===== src/rtl/dsram_post.sv =====
// Data-SRAM memory-access stage: latches a prepared load/store, runs it over an
// AXI4-Lite master port, aligns/extends load data and hands the result to write-back.
module dsram_post (
    input  logic        clk,
    input  logic        rst,
    input  logic        valid_pre_i,
    output logic        ready_pre_o,
    input  logic [1:0]  inst_type_i,
    input  logic [3:0]  lsu_op_i,
    input  logic [31:0] araddr_i,
    input  logic [31:0] roff_i,
    input  logic [31:0] awaddr_i,
    input  logic [31:0] wdata_i,
    input  logic [7:0]  wstrb_i,
    output logic        valid_post_o,
    input  logic        ready_post_i,
    output logic [31:0] rdata_o,
    output logic        err_o,
    output logic [31:0] araddr,
    output logic        arvalid,
    input  logic        arready,
    input  logic [31:0] rdata,
    input  logic [1:0]  rresp,
    input  logic        rvalid,
    output logic        rready,
    output logic [31:0] awaddr,
    output logic        awvalid,
    input  logic        awready,
    output logic [31:0] wdata,
    output logic [7:0]  wstrb,
    output logic        wvalid,
    input  logic        wready,
    input  logic [1:0]  bresp,
    input  logic        bvalid,
    output logic        bready
);

    localparam int unsigned DW = 32;
    localparam int unsigned SW = 8;

    localparam logic [1:0] INST_LOAD  = 2'd1;
    localparam logic [1:0] INST_STORE = 2'd2;

    localparam logic [3:0] LSU_LB  = 4'd1;
    localparam logic [3:0] LSU_LH  = 4'd2;
    localparam logic [3:0] LSU_LW  = 4'd3;
    localparam logic [3:0] LSU_LBU = 4'd4;
    localparam logic [3:0] LSU_LHU = 4'd5;

    typedef enum logic [2:0] {
        S_IDLE = 3'd0,
        S_AR   = 3'd1,
        S_R    = 3'd2,
        S_AW_W = 3'd3,
        S_B    = 3'd4,
        S_DONE = 3'd5
    } state_t;

    state_t          state_q, state_d;
    logic [3:0]      op_q, op_d;
    logic [DW-1:0]   araddr_q, araddr_d;
    logic [1:0]      roff_q, roff_d;
    logic [DW-1:0]   awaddr_q, awaddr_d;
    logic [DW-1:0]   wdata_q, wdata_d;
    logic [SW-1:0]   wstrb_q, wstrb_d;
    logic            aw_done_q, aw_done_d;
    logic            w_done_q, w_done_d;
    logic            err_q, err_d;
    logic [DW-1:0]   rdata_q, rdata_d;

    logic [DW-1:0]   rd_shift;
    logic [DW-1:0]   rd_ext;
    logic            unused_ok;

    assign unused_ok = ^roff_i[31:2];

    // Byte-align the returned word and extend according to the latched op.
    always_comb begin
        rd_shift = rdata >> {roff_q, 3'b000};
        rd_ext   = '0;
        case (op_q)
            LSU_LB:  rd_ext = {{24{rd_shift[7]}}, rd_shift[7:0]};
            LSU_LBU: rd_ext = {24'd0, rd_shift[7:0]};
            LSU_LH:  rd_ext = {{16{rd_shift[15]}}, rd_shift[15:0]};
            LSU_LHU: rd_ext = {16'd0, rd_shift[15:0]};
            LSU_LW:  rd_ext = rd_shift;
            default: rd_ext = '0;
        endcase
    end

    always_comb begin
        state_d   = state_q;
        op_d      = op_q;
        araddr_d  = araddr_q;
        roff_d    = roff_q;
        awaddr_d  = awaddr_q;
        wdata_d   = wdata_q;
        wstrb_d   = wstrb_q;
        aw_done_d = aw_done_q;
        w_done_d  = w_done_q;
        err_d     = err_q;
        rdata_d   = rdata_q;

        case (state_q)
            S_IDLE: begin
                if (valid_pre_i) begin
                    op_d      = lsu_op_i;
                    araddr_d  = araddr_i;
                    roff_d    = roff_i[1:0];
                    awaddr_d  = awaddr_i;
                    wdata_d   = wdata_i << {awaddr_i[1:0], 3'b000};
                    wstrb_d   = wstrb_i;
                    aw_done_d = 1'b0;
                    w_done_d  = 1'b0;
                    err_d     = 1'b0;
                    rdata_d   = '0;
                    case (inst_type_i)
                        INST_LOAD:  state_d = S_AR;
                        INST_STORE: state_d = S_AW_W;
                        default:    state_d = S_DONE;
                    endcase
                end
            end
            S_AR: begin
                if (arready) state_d = S_R;
            end
            S_R: begin
                if (rvalid) begin
                    rdata_d = rd_ext;
                    err_d   = (rresp != 2'b00);
                    state_d = S_DONE;
                end
            end
            S_AW_W: begin
                // Address and data channels complete independently.
                aw_done_d = aw_done_q | awready;
                w_done_d  = w_done_q | wready;
                if (aw_done_d && w_done_d) state_d = S_B;
            end
            S_B: begin
                if (bvalid) begin
                    err_d   = (bresp != 2'b00);
                    state_d = S_DONE;
                end
            end
            S_DONE: begin
                if (ready_post_i) state_d = S_IDLE;
            end
            default: state_d = S_IDLE;
        endcase
    end

    always_ff @(posedge clk or negedge rst) begin
        if (!rst) begin
            state_q   <= S_IDLE;
            op_q      <= '0;
            araddr_q  <= '0;
            roff_q    <= '0;
            awaddr_q  <= '0;
            wdata_q   <= '0;
            wstrb_q   <= '0;
            aw_done_q <= 1'b0;
            w_done_q  <= 1'b0;
            err_q     <= 1'b0;
            rdata_q   <= '0;
        end else begin
            state_q   <= state_d;
            op_q      <= op_d;
            araddr_q  <= araddr_d;
            roff_q    <= roff_d;
            awaddr_q  <= awaddr_d;
            wdata_q   <= wdata_d;
            wstrb_q   <= wstrb_d;
            aw_done_q <= aw_done_d;
            w_done_q  <= w_done_d;
            err_q     <= err_d;
            rdata_q   <= rdata_d;
        end
    end

    // Handshake outputs decode from registered state only.
    assign ready_pre_o  = (state_q == S_IDLE);
    assign arvalid      = (state_q == S_AR);
    assign rready       = (state_q == S_R);
    assign awvalid      = (state_q == S_AW_W) && !aw_done_q;
    assign wvalid       = (state_q == S_AW_W) && !w_done_q;
    assign bready       = (state_q == S_B);
    assign valid_post_o = (state_q == S_DONE);

    assign araddr  = araddr_q;
    assign awaddr  = awaddr_q;
    assign wdata   = wdata_q;
    assign wstrb   = wstrb_q;
    assign rdata_o = rdata_q;
    assign err_o   = err_q;

endmodule


===== config.mk =====
export PLATFORM = sky130hd
export DESIGN_NAME = dsram_post
export DESIGN_NICKNAME = d
export VERILOG_FILES = /design/src/rtl/dsram_post.sv
export SDC_FILE = /design/constraint.sdc
export NUM_CORES = 1
export LEC_CHECK = 0
export BUFFER_PORTS_ARGS = -buffer_cell sky130_fd_sc_hd__clkbuf_2
export CAP_MARGIN = 25
export CORE_MARGIN = 1
export CORE_UTILIZATION = 40
export DETAILED_ROUTE_END_ITERATION = 7
export PLACE_DENSITY = 0.85
export SLEW_MARGIN = 10
export SYNTH_ARGS = -nofsm -noshare
export SYNTH_HDL_FRONTEND = slang
export SYNTH_SLANG_ARGS = --single-unit

===== constraint.sdc =====
create_clock -name clk -period 1.9 [get_ports clk]
set_input_delay 0.19 -clock clk [delete_from_list [all_inputs] [get_ports clk]]
set_output_delay 0.19 -clock clk [all_outputs]
set_load 0.02 [all_outputs]

Yosys cells after proc, flatten, opt, wreduce, memory -nomap -nowiden
Cells that the tools add are included.
W data, S select, Z words.
- reductions and logical operators: 16
- shift-type cells: 2
- muxes and demuxes: 18
- equality and inequality tests: 18
- bitwise gates (word level): 2
- operators with widths (kind ; number):
    $pmux W32 S5 ; 1
    $mux W32 ; 2
    $pmux W32 S2 ; 1
    $shl A32 B5 Y32 ; 1
    $shr A32 B5 Y32 ; 1
    $mux W3 ; 6
    $pmux W3 S6 ; 1
    $eq A4 B2 Y1 const B ; 2
    $eq A4 B3 Y1 const B ; 2
    $ne A2 B2 Y1 const B ; 4
    $reduce_bool A2 Y1 ; 4
    $eq A3 B2 Y1 const B ; 2
    $eq A3 B3 Y1 const B ; 2
    $pmux W3 S2 ; 1
    $reduce_and A6 Y1 ; 1
    $eq A4 B1 Y1 const B ; 1
    $ne A2 B1 Y1 const B ; 2
    $pmux W1 S2 ; 2
    $reduce_and A2 Y1 ; 2
    $reduce_and A4 Y1 ; 1
    $eq A3 B1 Y1 const B ; 1
    $logic_and A1 B1 Y1 ; 3
    $logic_not A3 Y1 ; 1
    $mux W1 ; 3
    other kinds (7) ; 9
- register bits after elaboration: 148
- output and inout bits: 144
- input bits: 187
- word-level logic and storage cells: 67

Logic depth before layout (Yosys ltp)
- depth after elaboration: 4
- depth in mapped cells: 8
- gate-level depth less buffers: 5

Worst setup path after synthesis
Ideal clock, no wire load.
- kind: reg2reg
- start point: register state_q[1]
- end point: register op_q[2]
- library setup time: 0.117 ns
- clock period less this slack: 1.962 ns
- arrival: 1.844 ns
- cell stages (with the launch flop): 8
- required time: 1.783 ns
- path slack: -0.062 ns
- path buffers: 3
- path through: dfrtp_1 > clkbuf_1 > nor3_1 > nand2_1 > clkbuf_1 > clkbuf_1 > nand2_1 > nand2_1
- cells in the longest elaborated chain, start to end: 2
- RTL lines (item ; RTL line ; text):
    start: declaration ; 59 ; state_t state_q, state_d;
    start signal: assignment ; 167 ; state_q <= state_d;
    $logic_not A3 Y1 ; n/a ;
    via ready_pre_o ; 7 ; output logic ready_pre_o,
    $reduce_and A2 Y1 (no source line) ; n/a ;
    end signal: assignment ; 168 ; op_q <= op_d;
    end: declaration ; 60 ; logic [3:0] op_q, op_d;
The timed path passes the listed nets, and every way through them passes these cells.
A chain may end at the register's enable or synchronous reset.

Worst setup path in the final report
- start point: register roff_q[1]
- end point: register rdata_q[20] (netlist: rdata_o[20])
- cells in the longest elaborated chain, start to end: 4
- RTL lines (item ; RTL line ; text):
    start: declaration ; 62 ; logic [1:0] roff_q, roff_d;
    start signal: assignment ; 170 ; roff_q <= roff_d;
    $shr A32 B5 Y32 ; 79 ; rd_shift = rdata >> {roff_q, 3'b000};
    $pmux W32 S5 ; 81 ; case (op_q)
    $mux W32 ; 128 ; if (rvalid) begin
    $pmux W32 S2 ; 104 ; case (state_q)
    end signal: assignment ; 177 ; rdata_q <= rdata_d;
    end: declaration ; 69 ; logic [DW-1:0] rdata_q, rdata_d;
Every way passes these cells. The select of a mux whose other input is x is not followed.

==> results.yml <==
timing:
  final.min_clock_period_ps: 1826
  final.setup.tns_ps: 0
  finalMaxSlewViolations: 0
  hold_ws_ps: 24.45
  max_slew.worst_pin.slew_ps: 564.2
  setup_viol: 0
  grt_setup_unrepaired: "no"
  relSlewSlack: 0.6218
  hold_viol: 0
  fin_ws_ps: 73.85
  skew_ps: 8.096
  fin_crit_sh: 0.9611
  fmax_mhz: 547.6
pwr:
  p_leak_nw: 5.387
  power_density_nw_per_um2: 1554
  vdd_drop_max_uv: 913.6
critical_path:
  max_stage_delay_ps: 400
  crit_fanout: 16
  crit_chain: "buf_4 -> nor2b_4 -> o2bb2ai_2 -> nand3b_2 -> a2111oi_4 -> buf_4 -> a221o_1"
  crit_type: "reg2reg"
  start_kind: "register"
  cp_top_family: "compound AO/OA/AOI/OAI gates"
  cp.required_ps: 2240
  end_kind: "register"
  arrival_ps: 2170
  cp_common_cell: "buf_4"
  cp_slowest_cell: "dfrtp_1"
  path_buf_inv: 2
layout:
  layout.nets: 1302
  area_delta_synth_final_pct: 48.85
  final_cells: 1347
  fillerInstances: 1335
  n_antenna_cell: 0
  drive_above_1_share: 0.3585
  multi_input_area_sq_um: 2820
  regArea_sq_um: 3704
die:
  die_area_sq_um: 17320
  core_area_sq_um: 16470
  die-height_microns: 131.6
  io_pins: 331
  start_util: 0.4081
  die_w_microns: 131.6
  num_rows: 47
grt:
  met3_usage: 0.05247
  grt_first_pass_wirelength_microns: 33840
  met2_usage: 0.4074
  grt.busiest_layer: "met2"
  antenna_found_initial: 0
  grt_max_degree: 70
  met1_usage: 0.2971
  first_global_vias: 6748
  grt.overflow.total: 0
  gr-usage-all-layers: 0.2454
clocking:
  cts_tree: "yes"
  clk_latency_ps: 410
  postCtsSetupBuffers: 0
  clock-sinks: 148
  cts_max_level: 4
  cts-root-buf: "clkbuf_16"
  clk_pin_slew_worst_paths_ps: 60
  clockBufferDepth: 2
  cts-buffers-inserted: 17
route:
  drc: 0
  drt_iter0_markers: 453
  via_count: 6854
  wirelength_microns: 21280
  drtAntennaViolNets: 0
  dr.pass1.iters: 7
  viasPerCell: 5.088
  post_drt_wl_per_cell_microns: 15.80
yosys:
  synth_area_sq_um: 6720
  syn_area_per_cell_sq_um: 9.181
  synthCells: 732
  yosys-top-cells-count: "nand2_1 (318), dfrtp_1 (148), o21ai_0 (41)"
  ys_types: 41
  yosysMostFrequentCell: "nand2_1"
  async_reset_ff_frac: 1.000
  synthesis.nets: 920
  synth_top_area_share: 0.5511
  yosys.area.top_type: "dfrtp_1"
  synth_edf_count: 0
  yosys_warnings: 0
  ys_seq_area_frac: 0.5511
  synth_area_leaders: "dfrtp_1 (55%), nand2_1 (18%), mux2i_1 (4.8%)"
  ys_ff_latch: 148
  synth_ff_type: "dfrtp_1"
placement:
  dpl_worst_slack_ps: 14.40
  dp_cells: 1241
  numPortBuffers: 300
  place_hpwl_microns: 13980
  gp_congestion: 0.8965
outcome:
  status: "finished clean"
flow_run:
  max-cap-violations: 0
hold_path:
  hp-class: "in2reg"
## cells by family after synthesis
logic type | synth area share
multiplexers | 0.06945
AO/OA/AOI/OAI | 0.1247
AND/OR/NAND/NOR | 0.2190
buffers and inverters | 0.03388
adder cells (fa/ha/maj) | 0.001862
flip-flops | 0.5511
## through the flow
stage / area, sq um / utilization / total power [W]
floorplan: 6725 / - / 0.009431
global placement: 8660 / 0.5259 / 0.01175
detailed placement: 8660 / 0.5259 / 0.01195
CTS: 9997 / 0.6071 / 0.01548
global route: 10000 / 0.6075 / 0.01644
finish: 10000 / 0.6075 / 0.01555
## timing repair
action,in CTS,in global routing
setup endpoints to repair,3,3
resized for setup,1,2
hold buffers,74,0
hold endpoints to repair,105,0
## sequential cells by signal, summed over array words and instances (netlist names)
name,cells
wstrb,8
w_done_q,1
awaddr,32
err_o,1
roff_q,2
rdata_o,32
state_q,3
op_q,4
araddr,32
aw_done_q,1
wdata,32
## worst min-delay path, stage by stage
cell and delay, ps:
clkbuf_2 70, nand2_1 70, nand2_1 60
## per-layer routing
layer  share of wire  routed length, microns  vias up
met2            0.49                   10420      362
met1            0.41                    8665     3224
met4           0.042                     897        0
met3           0.061                    1296       73
met5               0                       0        -
li1                -                       -     3195
## placed cells by master, fill, tap and decap left out, drive strengths merged, types with 2 or more instances in the layout
master	instances
a22o	8
o31ai	8
clkinvlp	5
nor2b	11
dfrtp	148
nor3	9
clkinv	2
nand2	319
buf	38
a21oi	29
dlygate4sd3	74
a211oi	9
nand3b	2
clkbuf	318
a221o	17
nor2	18
o21ai	41
a211o	2
inv	7
nand2b	2
o22ai	2
mux2	11
mux2i	32
bufinv	2
## where the power goes
group          switching [W]  internal [W]
clock                0.00136       0.00199
sequential          0.000831       0.00444
combinational        0.00444       0.00248
total                0.00663       0.00892
## cell type report
type,instances,area share
inverter,3,0.001126
multi-input combinational,533,0.2819
clock inverter,13,0.01488
sequential,148,0.3702
clock buffer,19,0.04428
tap,220,0.02752
timing repair buffer,411,0.2600
## path summary, 6_finish.rpt
check / from / to / slack (ps) / cells after the start
setup / recovery: roff_q[1] / rdata_o[20] / 70 / 7
hold / removal: lsu_op_i[2] / op_q[2] / 20 / 3
setup reg to reg: roff_q[1] / rdata_o[20] / 70 / 7
hold reg to reg: araddr[17] / araddr[17] / 470 / 2
max in group asynchronous: rst / rdata_o[21] / 1060 / 3
min in group asynchronous: rst / araddr[29] / 260 / 2
(Power assumes the default switching activity.)
